### config.mk
export PLATFORM = sky130hd
export DESIGN_NAME = kb_grid_cursor
export DESIGN_NICKNAME = d
export VERILOG_FILES = /design/src/rtl/kb_grid_pkg.sv /design/src/rtl/kb_scan_decoder.sv /design/src/rtl/kb_grid_cursor.sv
export SDC_FILE = /design/constraint.sdc
export NUM_CORES = 1
export LEC_CHECK = 0
export ABC_AREA = 1
export ABC_CLOCK_PERIOD_IN_PS = 3290
export BUFFER_PORTS_ARGS = -buffer_cell sky130_fd_sc_hd__buf_2
export CORE_MARGIN = 1
export CORE_UTILIZATION = 45
export DETAILED_ROUTE_END_ITERATION = 8
export PLACE_DENSITY = 0.76
export SYNTH_ARGS = -nofsm -noshare
export SYNTH_HDL_FRONTEND = slang
export SYNTH_HIERARCHICAL = 1
export SYNTH_SLANG_ARGS = --single-unit
### constraint.sdc
create_clock -name clk -period 3.29 [get_ports clk]
set_clock_uncertainty 0.15 [all_clocks]
set_input_delay 0.1645 -clock clk [delete_from_list [all_inputs] [get_ports clk]]
set_output_delay 0.1645 -clock clk [all_outputs]
set_load 0.01 [all_outputs]
### src/rtl/kb_grid_pkg.sv
// kb_grid_pkg: scan codes, prefix states and digit lookup for the grid cursor
package kb_grid_pkg;
  localparam logic [7:0] KC_E0  = 8'hE0;
  localparam logic [7:0] KC_F0  = 8'hF0;
  localparam logic [7:0] KC_UP  = 8'h75;
  localparam logic [7:0] KC_DN  = 8'h72;
  localparam logic [7:0] KC_LT  = 8'h6B;
  localparam logic [7:0] KC_RT  = 8'h74;
  localparam logic [7:0] KC_ESC = 8'h76;
  localparam logic [7:0] KC_DIGIT [0:8] = '{8'h16, 8'h1E, 8'h26, 8'h25, 8'h2E, 8'h36, 8'h3D, 8'h3E, 8'h46};
  typedef enum logic [1:0] {IDLE, EXT, BRK} pfx_t;
  function automatic logic [4:0] digit_slot(input logic [7:0] b);
    digit_slot = '0;
    for (int i = 0; i < 9; i++)
      if (b == KC_DIGIT[i]) digit_slot = {1'b1, 4'(i)};
  endfunction
endpackage

### src/rtl/kb_scan_decoder.sv
// kb_scan_decoder: E0/F0 prefix tracking, turns make codes into action strobes
module kb_scan_decoder
  import kb_grid_pkg::*;
(
  input  logic       clk,
  input  logic       reset,
  input  logic       clear,
  input  logic       new_kb,
  input  logic [7:0] kb_dat,
  output logic       mv_r,
  output logic       mv_l,
  output logic       mv_u,
  output logic       mv_d,
  output logic       cap_en,
  output logic [3:0] cap_idx,
  output logic       esc
);
  pfx_t st, nxt;
  logic act, idle;
  logic [4:0] ds;
  always_comb begin
    nxt  = st == BRK ? IDLE : kb_dat == KC_F0 ? BRK : (st == IDLE && kb_dat == KC_E0) ? EXT : IDLE;
    act  = new_kb && st != BRK;
    idle = new_kb && st == IDLE;
    ds   = digit_slot(kb_dat);
    mv_r = act && kb_dat == KC_RT;
    mv_l = act && kb_dat == KC_LT;
    mv_u = act && kb_dat == KC_UP;
    mv_d = act && kb_dat == KC_DN;
    cap_en  = idle && ds[4];
    cap_idx = ds[3:0];
    esc  = idle && kb_dat == KC_ESC;
  end
  always_ff @(posedge clk)
    if (reset || clear) st <= IDLE;
    else if (new_kb) st <= nxt;
endmodule

### src/rtl/kb_grid_cursor.sv
// kb_grid_cursor: keyboard-driven (x,y) grid cursor with capture slots
module kb_grid_cursor
  import kb_grid_pkg::*;
#(
  parameter int COLS = 4,
  parameter int ROWS = 4,
  parameter int SLOTS = 2,
  parameter bit WRAP = 1'b1,
  localparam int XW = $clog2(COLS),
  localparam int YW = $clog2(ROWS),
  localparam int DW = XW + YW
) (
  input  logic                  clk,
  input  logic                  reset,
  input  logic                  clear,
  input  logic                  new_kb,
  input  logic [7:0]            kb_dat,
  output logic [XW-1:0]         xcoord,
  output logic [YW-1:0]         ycoord,
  output logic [SLOTS*DW-1:0]   sel_data,
  output logic [SLOTS-1:0]      sel_valid,
  output logic [SLOTS-1:0]      sel_pulse,
  output logic                  moved
);
  localparam logic [XW-1:0] XMAX = XW'(COLS - 1);
  localparam logic [YW-1:0] YMAX = YW'(ROWS - 1);
  logic mv_r, mv_l, mv_u, mv_d, cap_en, esc;
  logic [3:0] cap_idx;
  logic [XW-1:0] xn;
  logic [YW-1:0] yn;
  logic [SLOTS-1:0] cap_mask;
  kb_scan_decoder u_dec (
    .clk(clk), .reset(reset), .clear(clear), .new_kb(new_kb), .kb_dat(kb_dat),
    .mv_r(mv_r), .mv_l(mv_l), .mv_u(mv_u), .mv_d(mv_d),
    .cap_en(cap_en), .cap_idx(cap_idx), .esc(esc)
  );
  // edges compared explicitly so non-power-of-2 grids wrap correctly
  always_comb begin
    xn = mv_r ? (xcoord == XMAX ? (WRAP ? '0 : xcoord) : xcoord + 1'b1)
       : mv_l ? (xcoord == '0 ? (WRAP ? XMAX : xcoord) : xcoord - 1'b1) : xcoord;
    yn = mv_d ? (ycoord == YMAX ? (WRAP ? '0 : ycoord) : ycoord + 1'b1)
       : mv_u ? (ycoord == '0 ? (WRAP ? YMAX : ycoord) : ycoord - 1'b1) : ycoord;
    cap_mask = '0;
    for (int k = 0; k < SLOTS; k++) cap_mask[k] = cap_en && cap_idx == 4'(k);
  end
  always_ff @(posedge clk)
    if (reset || clear) begin
      xcoord    <= '0;
      ycoord    <= '0;
      sel_data  <= '0;
      sel_valid <= '0;
      sel_pulse <= '0;
      moved     <= 1'b0;
    end else begin
      xcoord    <= xn;
      ycoord    <= yn;
      moved     <= xn != xcoord || yn != ycoord;
      sel_pulse <= cap_mask;
      sel_valid <= esc ? '0 : sel_valid | cap_mask;
      for (int k = 0; k < SLOTS; k++)
        if (cap_mask[k]) sel_data[k*DW +: DW] <= {xcoord, ycoord};
    end
endmodule

==> results of run 1 <==
-- synth_stat cells (all sizes together) --
cell and n:
nor4 3, ha 2, dfxtp 19, or2 2
nor3 6, and3 1, a21oi 15, o21ai 10
nand3 11, nor2 24, nand4 5, nand2 41
inv 32
-- worst min path at each step --
stage | end | slack [ps] | depth (start not counted)
2_1_floorplan | u_dec/st[0] | 180 | 2
3_3_place_gp | sel_data[2] | 280 | 2
3_5_place_dp | sel_data[2] | 280 | 2
4_1_cts | u_dec/st[1] | 8 | 3
5_1_grt | u_dec/st[1] | 6 | 3
6_report | u_dec/st[1] | 9 | 3
-- worst max-delay path, cell delays in order --
cell           delay [ps]
dlygate4sd3_1         530
buf_2                 120
o21ai_0               140
nor4_1                500
inv_1                 180
nand3_1               160
nand3_1                80
nand3_1                70
nor2_1                 50
nor2_1                 70
-- per-layer routing --
| layer | global-route usage | wire length [µm] | vias up |
|---|---|---|---|
| li1 | - | - | 613 |
| met4 | 0.0405 | 15 | 0 |
| met1 | 0.232 | 1090 | 509 |
| met3 | 0.0526 | 101 | 2 |
| met5 | 0 | 0 | - |
| met2 | 0.368 | 1170 | 24 |
-- cell families after synthesis --
family          Yosys count  synth area share
buf+inv                  32             0.108
simple gates             93             0.412
compound gates           25             0.116
flops                    19             0.342
fa+ha+maj                 2            0.0225
-- power groups by stage --
stage,logic (W),clock network (W),registers (W)
detailed placement,0.0000426,0,0.000236
CTS,0.0000436,0.000121,0.000231
global placement,0.0000411,0,0.000236
finish,0.0000437,0.000117,0.000231
global route,0.0000493,0.000135,0.000231
floorplan,0.0000255,0,0.000236
-- registers in the layout (all words and copies together) (netlist names) --
signal,flops
sel_data,8
sel_pulse,2
sel_valid,2
u_dec/st,2
xcoord,2
ycoord,2
moved,1
-- what timing repair did --
item,4_1_cts,5_1_grt
hold buffers,1,0
hold endpoints to repair,1,0
endpoints found under the setup margin,0,0
-- area by class of cell --
class | instances | area (µm²)
clock buffer | 3 | 22.5
clock inverter | 1 | 5.00
fill | 223 | 950
inverter | 32 | 120
multi-input combinational | 120 | 613
sequential | 19 | 380
tap | 28 | 35.0
timing repair buffer | 29 | 150
-- placed cells by master (no fill, tap or decap) --
cell type | synthesis | final
nand3_1 | 10 | 10
clkinv_2 | 0 | 1
dfxtp_1 | 19 | 19
or2_2 | 1 | 1
nand4_2 | 1 | 1
nor2_1 | 18 | 18
or2_1 | 1 | 1
inv_1 | 31 | 31
a21oi_1 | 14 | 14
o21ai_0 | 10 | 10
clkbuf_4 | 0 | 3
dlygate4sd3_1 | 0 | 1
buf_2 | 0 | 28
nor2_4 | 4 | 4
and3_1 | 1 | 1
nand2_4 | 1 | 1
a21oi_2 | 1 | 1
nand2_1 | 37 | 37
nand3_2 | 1 | 1
nor3_1 | 6 | 6
nor4_1 | 3 | 3
nor2_2 | 2 | 2
nand2_2 | 3 | 3
inv_2 | 1 | 1
ha_1 | 2 | 2
nand4_1 | 4 | 4
-- per-stage QoR --
stage	power, W	instance area (µm²)	setup slack [ps]
global route	0.000416	1330	1140
finish	0.000392	1330	1330
global placement	0.000277	1290	1470
CTS	0.000396	1330	1330
detailed placement	0.000279	1290	1410
floorplan	0.000262	1110	1720
==> run_results.csv, run 1 <==
group,metric,value,unit
outcome,outcome,"finished, final reports clean",
floorplan,coreArea,0.00228,mm²
cts,clkSinkCount,19,
detailed_routing,via_per_inst,4.95,
final_layout,utilization,0.583,
worst_setup_path,required,3380,ps
yosys,yosysSeqAreaShare,0.342,
cts,cts_root_buf,"clkbuf_4",
hold_path,hold_path_class,"input pin to flip-flop",
detailed_routing,drt_wl_total,2370,µm
power,sw_frac_of_total,0.258,
placed_design,io_buffer_count,28,
power,p_leak,0.642,nW
sta,hold_slack,9.02,ps
run,maxCapViolCount,0,
yosys,ys_ff_latch,19,
power,pwr-share-comb,0.112,
placed_design,gp_congestion,0.798,
cts,postCtsSetupRepairBufs,0,
yosys,syn_area_per_cell,6.51,µm²
floorplan,start_util,0.489,
global_route,antenna_found_initial,0,
yosys,ys_warn_count,6,
final_layout,fin_nets,219,
worst_setup_path,worstRegToRegCells,8,
sta,slew_violations,0,
yosys,synthTopCellsByArea,"dfxtp_1 34%, nand2_1 12%, inv_1 10%",
sta,rsz0062_at_grt,"no",
power,ir_drop,0.259,mV
global_route,grt_pass1_vias,1042,
detailed_routing,detail-route-antenna-nets,0,
global_route,grt_use_total,0.201,
cts,cts.repair.resized,0,
sta,fin_crit,1960,ps
final_layout,instances_no_fill,232,
floorplan,dieArea,0.00268,mm²
worst_setup_path,rr_endpoint,"moved",
worst_setup_path,crit_start,"new_kb",
floorplan,die_x,51.7,µm
yosys,syn-cell-area,0.00111,mm²
power,p_sw,0.000101,W
worst_setup_path,crit_arrival,2060,ps
worst_setup_path,cp-end-kind,"flip-flop",
cts,cts_tree,"done",
power,internal_power,0.000291,W
sta,fin_crit_sh,0.597,
final_layout,area_growth_syn_to_layout,19.1,%
cts,clock_latency,290,ps
floorplan,io_pins,29,
final_layout,diodes,0,
global_route,grt_pass1_wl,4040,µm
detailed_routing,drtPass1Iterations,4,
yosys,synth_cells,171,
sta,finalSetupViolations,0,
sta,worst_pin_slew,537,ps
placed_design,dp.cells,227,
worst_setup_path,r2r_slack,1470,ps
detailed_routing,drt-initial-drc-count,31,
hold_path,worstHoldStart,"clear",
global_route,gr-total-overflow,0,
placed_design,hpwl,1980,µm
sta,hold_violations,0,
yosys,synth_top_area_frac,0.342,
yosys,synth_fp_nets,185,
sta,final.setup.tns,0,ps
power,power_frac_seq,0.590,
yosys,ys_types,22,
cts,htree_levels,1,
cts,clkTransAtPathRegs,110,ps
worst_setup_path,path_class,"input pin to flip-flop",
detailed_routing,vias,1148,
power,power_frac_clock,0.299,
sta,max_slew_margin,0.639,
worst_setup_path,timing.rr.start,"u_dec/st[0]",
cts,cts_buffer_depth,2,
cts,cts_buffers,3,
worst_setup_path,cp_max_fo,4,
floorplan,rows,17,
detailed_routing,post_drt_wl_per_cell,10.2,µm
power,power_density,295,mW/mm²
yosys,synth_top_area_cell,"dfxtp_1",
worst_setup_path,crit_path_start_kind,"input pin",
detailed_routing,drc,0,
global_route,grt_max_degree,12,
final_layout,drive_gt1_frac,0.230,
floorplan,die_h,51.7,µm
sta,max_freq,509,MHz
worst_setup_path,crit_end,"moved",
No activity file was read; power rests on OpenSTA's default activity.
==> run 2: changes to the inputs <==
--- a/config.mk
+++ b/config.mk
@@ -6,12 +6,12 @@
 export NUM_CORES = 1
 export LEC_CHECK = 0
 export ABC_AREA = 1
-export ABC_CLOCK_PERIOD_IN_PS = 3290
+export ABC_CLOCK_PERIOD_IN_PS = 1800
 export BUFFER_PORTS_ARGS = -buffer_cell sky130_fd_sc_hd__buf_2
 export CORE_MARGIN = 1
 export CORE_UTILIZATION = 45
 export DETAILED_ROUTE_END_ITERATION = 8
-export PLACE_DENSITY = 0.76
+export PLACE_DENSITY = 0.78
 export SYNTH_ARGS = -nofsm -noshare
 export SYNTH_HDL_FRONTEND = slang
 export SYNTH_HIERARCHICAL = 1
==> constraint.sdc (replaced) <==
create_clock -name clk -period 1.8 [get_ports clk]
set_clock_uncertainty 0.15 [all_clocks]
set_input_delay 0.09 -clock clk [delete_from_list [all_inputs] [get_ports clk]]
set_output_delay 0.09 -clock clk [all_outputs]
set_load 0.01 [all_outputs]
==> run_results.csv, run 2 (synthesized netlist as in run 1, its figures left out) <==
group,metric,value,unit
outcome,outcome,"finished, final reports clean",
detailed_routing,post_drt_wl_per_cell,10.6,µm
final_layout,layout_common_cells,"37 x nand2_1, 31 x inv_1, 28 x buf_2",
worst_setup_path,crit_start,"clear",
cts,cts_tree,"done",
detailed_routing,drt-initial-drc-count,29,
final_layout,regMostFlops,"sel_data",
detailed_routing,drt_wl_total,2530,µm
cts,htree_levels,1,
sta,slew_violations,0,
final_layout,area_growth_syn_to_layout,25.2,%
sta,worst_slack,126,ps
cts,cts_buffer_depth,2,
final_layout,largest_reg_flops,8,
cts,postCtsSetupRepairBufs,0,
detailed_routing,vias,1239,
cts,cts_root_buf,"clkbuf_4",
final_layout,fillCellCount,218,
hold_path,hold_path_class,"input pin to flip-flop",
sta,fin_crit_sh,0.930,
worst_setup_path,cp_max_fo,2,
cts,cts_buffers,3,
run,maxCapViolCount,0,
sta,max_freq,597,MHz
global_route,grt_pass1_wl,4290,µm
power,power_density,521,mW/mm²
final_layout,regArea,380,µm²
sta,max_slew_margin,0.663,
final_layout,diodes,0,
detailed_routing,drtPass1Iterations,6,
worst_setup_path,timing.rr.start,"u_dec/st[1]",
sta,hold_violations,0,
detailed_routing,drc,0,
placed_design,hpwl,2030,µm
worst_setup_path,cp-end-kind,"flip-flop",
final_layout,multi_input_area,626,µm²
sta,rsz0062_at_grt,"no",
hold_path,whs_path_depth,4,
power,ir_drop,0.401,mV
cts,clkSinkCount,19,
sta,worst_pin_slew,500,ps
final_layout,fin_nets,225,
floorplan,dieArea,0.00268,mm²
floorplan,die_h,51.7,µm
worst_setup_path,required,1880,ps
final_layout,drive_gt1_frac,0.248,
cts,clock_latency,300,ps
global_route,grt_use_total,0.212,
floorplan,io_pins,29,
cts,clkTransAtPathRegs,110,ps
placed_design,gp_congestion,0.924,
floorplan,rows,17,
sta,final.setup.tns,0,ps
worst_setup_path,path_class,"input pin to flip-flop",
placed_design,post-place-ws,28.7,ps
placed_design,io_buffer_count,28,
worst_setup_path,crit_path_start_kind,"input pin",
worst_setup_path,crit_arrival,1760,ps
floorplan,start_util,0.489,
final_layout,layout_commonest_cell,"nand2_1",
global_route,grt_max_degree,12,
sta,hold_slack,23.5,ps
placed_design,place_area,0.00130,mm²
floorplan,die_x,51.7,µm
global_route,antenna_found_initial,0,
global_route,grt_pass1_vias,1103,
sta,fin_crit,1670,ps
detailed_routing,detail-route-antenna-nets,0,
floorplan,coreArea,0.00228,mm²
sta,finalSetupViolations,0,
global_route,gr-total-overflow,0,
final_layout,utilization,0.612,
final_layout,design_area,0.00139,mm²
worst_setup_path,worstRegToRegCells,11,
detailed_routing,via_per_inst,5.21,
power,p_leak,0.673,nW
hold_path,worstHoldStart,"kb_dat[0]",
==> run 2: worst paths after layout <==
kind | slack (ps) | end
worst max-delay path | 130 | u_dec/st[1]
worst min-delay path | 20 | u_dec/st[1]
worst max register to register | 130 | moved
worst min register to register | 300 | sel_data[0]
==> run 2: per-stage QoR <==
stage                     total power, W  cells
after floorplan                 0.000479    171
after global placement          0.000508    229
after detailed placement        0.000510    229
after CTS                       0.000731    238
after global routing            0.000763    238
final                           0.000726    238
==> run 2: cell type report <==
| type | count | share of cell area |
|---|---|---|
| clock buffer | 3 | 0.0162 |
| clock inverter | 1 | 0.00359 |
| inverter | 32 | 0.0862 |
| multi-input combinational | 120 | 0.449 |
| sequential | 19 | 0.273 |
| tap | 28 | 0.0251 |
| timing repair buffer | 35 | 0.147 |
==> run 2: repair_timing <==
action,in CTS,in global routing
endpoints found under the setup margin,0,4
hold endpoints to repair,10,0
hold buffers,5,0
gates resized for setup,0,4
==> run 2: per-layer routing <==
layer	vias up	track usage	routed length (µm)
li1	628	-	-
met1	562	0.216	1050
met2	45	0.422	1320
met3	4	0.0585	144
met4	0	0.0405	17
met5	-	0	0
==> run 2: report_power, final <==
part	switching (W)	internal, W	leakage [nW]
registers	0.000000565	0.000421	0.153
clock network	0.000134	0.0000828	0.0177
logic	0.0000556	0.0000317	0.502
total	0.000190	0.000536	0.673
==> run 2: worst max-delay path, cell delays in order <==
cell and delay [ps]:
dlygate4sd3_1 530, buf_2 140, or2_2 300, dlygate4sd3_1 570, a21oi_1 130
==> run 3: changes to the inputs <==
--- a/config.mk
+++ b/config.mk
@@ -11,7 +11,7 @@
 export CORE_MARGIN = 1
 export CORE_UTILIZATION = 45
 export DETAILED_ROUTE_END_ITERATION = 8
-export PLACE_DENSITY = 0.78
+export PLACE_DENSITY = 0.7
 export SYNTH_ARGS = -nofsm -noshare
 export SYNTH_HDL_FRONTEND = slang
 export SYNTH_HIERARCHICAL = 1
==> run_results.csv, run 3 (synthesized netlist as in run 1, its figures left out) <==
group,metric,value,unit
final_layout,diodes,0,
final_layout,area_growth_syn_to_layout,24.6,%
final_layout,fin_nets,225,
sta,final.setup.tns,0,ps
final_layout,fillCellCount,217,
cts,cts_buffers,3,
final_layout,utilization,0.610,
detailed_routing,drt-initial-drc-count,16,
placed_design,post-place-ws,38.3,ps
worst_setup_path,required,1910,ps
detailed_routing,drtPass1Iterations,4,
final_layout,largest_reg_flops,8,
power,power_frac_seq,0.574,
final_layout,regMostFlops,"sel_data",
sta,max_slew_margin,0.691,
sta,hold_violations,0,
power,power_frac_clock,0.310,
power,p_sw,0.000200,W
floorplan,rows,17,
sta,fin_crit_sh,0.916,
sta,rsz0062_at_grt,"yes",
floorplan,start_util,0.489,
floorplan,dieArea,0.00268,mm²
outcome,outcome,"finished, final reports clean",
sta,worst_slack,152,ps
final_layout,layout_common_cells,"37 x nand2_1, 31 x inv_1, 28 x buf_2",
worst_setup_path,r2r_slack,150,ps
global_route,grt_pass1_wl,4330,µm
cts,clock_latency,300,ps
cts,postCtsSetupRepairBufs,0,
placed_design,gp_congestion,0.844,
sta,fin_crit,1650,ps
hold_path,hold_path_class,"input pin to flip-flop",
global_route,grt_use_total,0.212,
power,p_total,0.000736,W
cts,htree_levels,1,
global_route,grt_pass1_vias,1081,
worst_setup_path,crit_arrival,1750,ps
power,sw_frac_of_total,0.271,
global_route,grt_max_degree,12,
floorplan,io_pins,29,
detailed_routing,detail-route-antenna-nets,0,
final_layout,design_area,0.00139,mm²
worst_setup_path,cp-end-kind,"flip-flop",
final_layout,layout_commonest_cell,"nand2_1",
power,internal_power,0.000536,W
worst_setup_path,path_class,"flip-flop to flip-flop",
cts,clkTransAtPathRegs,120,ps
power,p_leak,0.672,nW
detailed_routing,vias,1161,
worst_setup_path,cp_max_fo,3,
floorplan,die_x,51.7,µm
power,power_density,530,mW/mm²
placed_design,io_buffer_count,28,
placed_design,hpwl,1950,µm
detailed_routing,drt_wl_total,2450,µm
cts,cts_tree,"done",
cts,clkSinkCount,19,
sta,max_freq,607,MHz
sta,worst_pin_slew,459,ps
floorplan,coreArea,0.00228,mm²
final_layout,drive_gt1_frac,0.243,
detailed_routing,post_drt_wl_per_cell,10.3,µm
detailed_routing,via_per_inst,4.88,
run,maxCapViolCount,0,
sta,finalSetupViolations,0,
global_route,antenna_found_initial,0,
detailed_routing,drc,0,
global_route,gr-total-overflow,0,
power,pwr-share-comb,0.116,
cts,cts_root_buf,"clkbuf_4",
worst_setup_path,crit_path_start_kind,"flip-flop",
cts,cts_buffer_depth,2,
floorplan,die_h,51.7,µm
placed_design,place_area,0.00130,mm²
power,ir_drop,0.419,mV
sta,slew_violations,0,
run 3: cell counts in the layout (fill, tap and decap cells not counted):
No cell type changed its count.
run 3: layer usage:
layer	global-route usage	up-vias	wire length (µm)
li1	-	627	-
met1	0.258	506	1140
met2	0.372	26	1190
met3	0.0556	2	103
met4	0.0405	0	14
met5	0	-	0
run 3: final cells by class:
| type | count | area [µm²] | area share |
|---|---|---|---|
| multi-input combinational | 120 | 619 | 0.446 |
| inverter | 32 | 120 | 0.0866 |
| clock buffer | 3 | 22.5 | 0.0162 |
| tap | 28 | 35.0 | 0.0252 |
| sequential | 19 | 380 | 0.274 |
| timing repair buffer | 35 | 205 | 0.148 |
| clock inverter | 1 | 5.00 | 0.00361 |
run 3: final timing paths:
check	startpoint	end	depth (start not counted)
worst max-delay path	u_dec/st[0]	u_dec/st[0]	6
worst min-delay path	kb_dat[0]	u_dec/st[1]	4
worst max register to register	u_dec/st[0]	u_dec/st[0]	6
worst min register to register	sel_data[6]	sel_data[6]	2
run 3: timing repair:
item	CTS	global route
endpoints found under the hold margin	10	0
gates resized for setup	0	3
endpoints found under the setup margin	0	3
hold buffers	5	0
run 3: power groups by stage:
stage | Clock [W] | Sequential, W | Combinational, W
after CTS | 0.000234 | 0.000422 | 0.0000846
final | 0.000228 | 0.000422 | 0.0000857
after floorplan | 0 | 0.000432 | 0.0000465
after detailed placement | 0 | 0.000432 | 0.0000779
after global placement | 0 | 0.000431 | 0.0000759
after global routing | 0.000249 | 0.000422 | 0.0000970
run 3: metrics by stage:
step                      hold slack, ps  std cells
after global placement               228        229
after floorplan                      110        171
after detailed placement             237        229
after global routing                40.0        238
after CTS                           2.63        238
final                               6.50        238
run 3: worst max-delay path, stage by stage (launching register included):
cell and delay, ps:
dfxtp_1 350, nor2_1 100, nand2_1 110, nor3_1 140, nand2_1 70, a21oi_1 120
dlygate4sd3_1 550
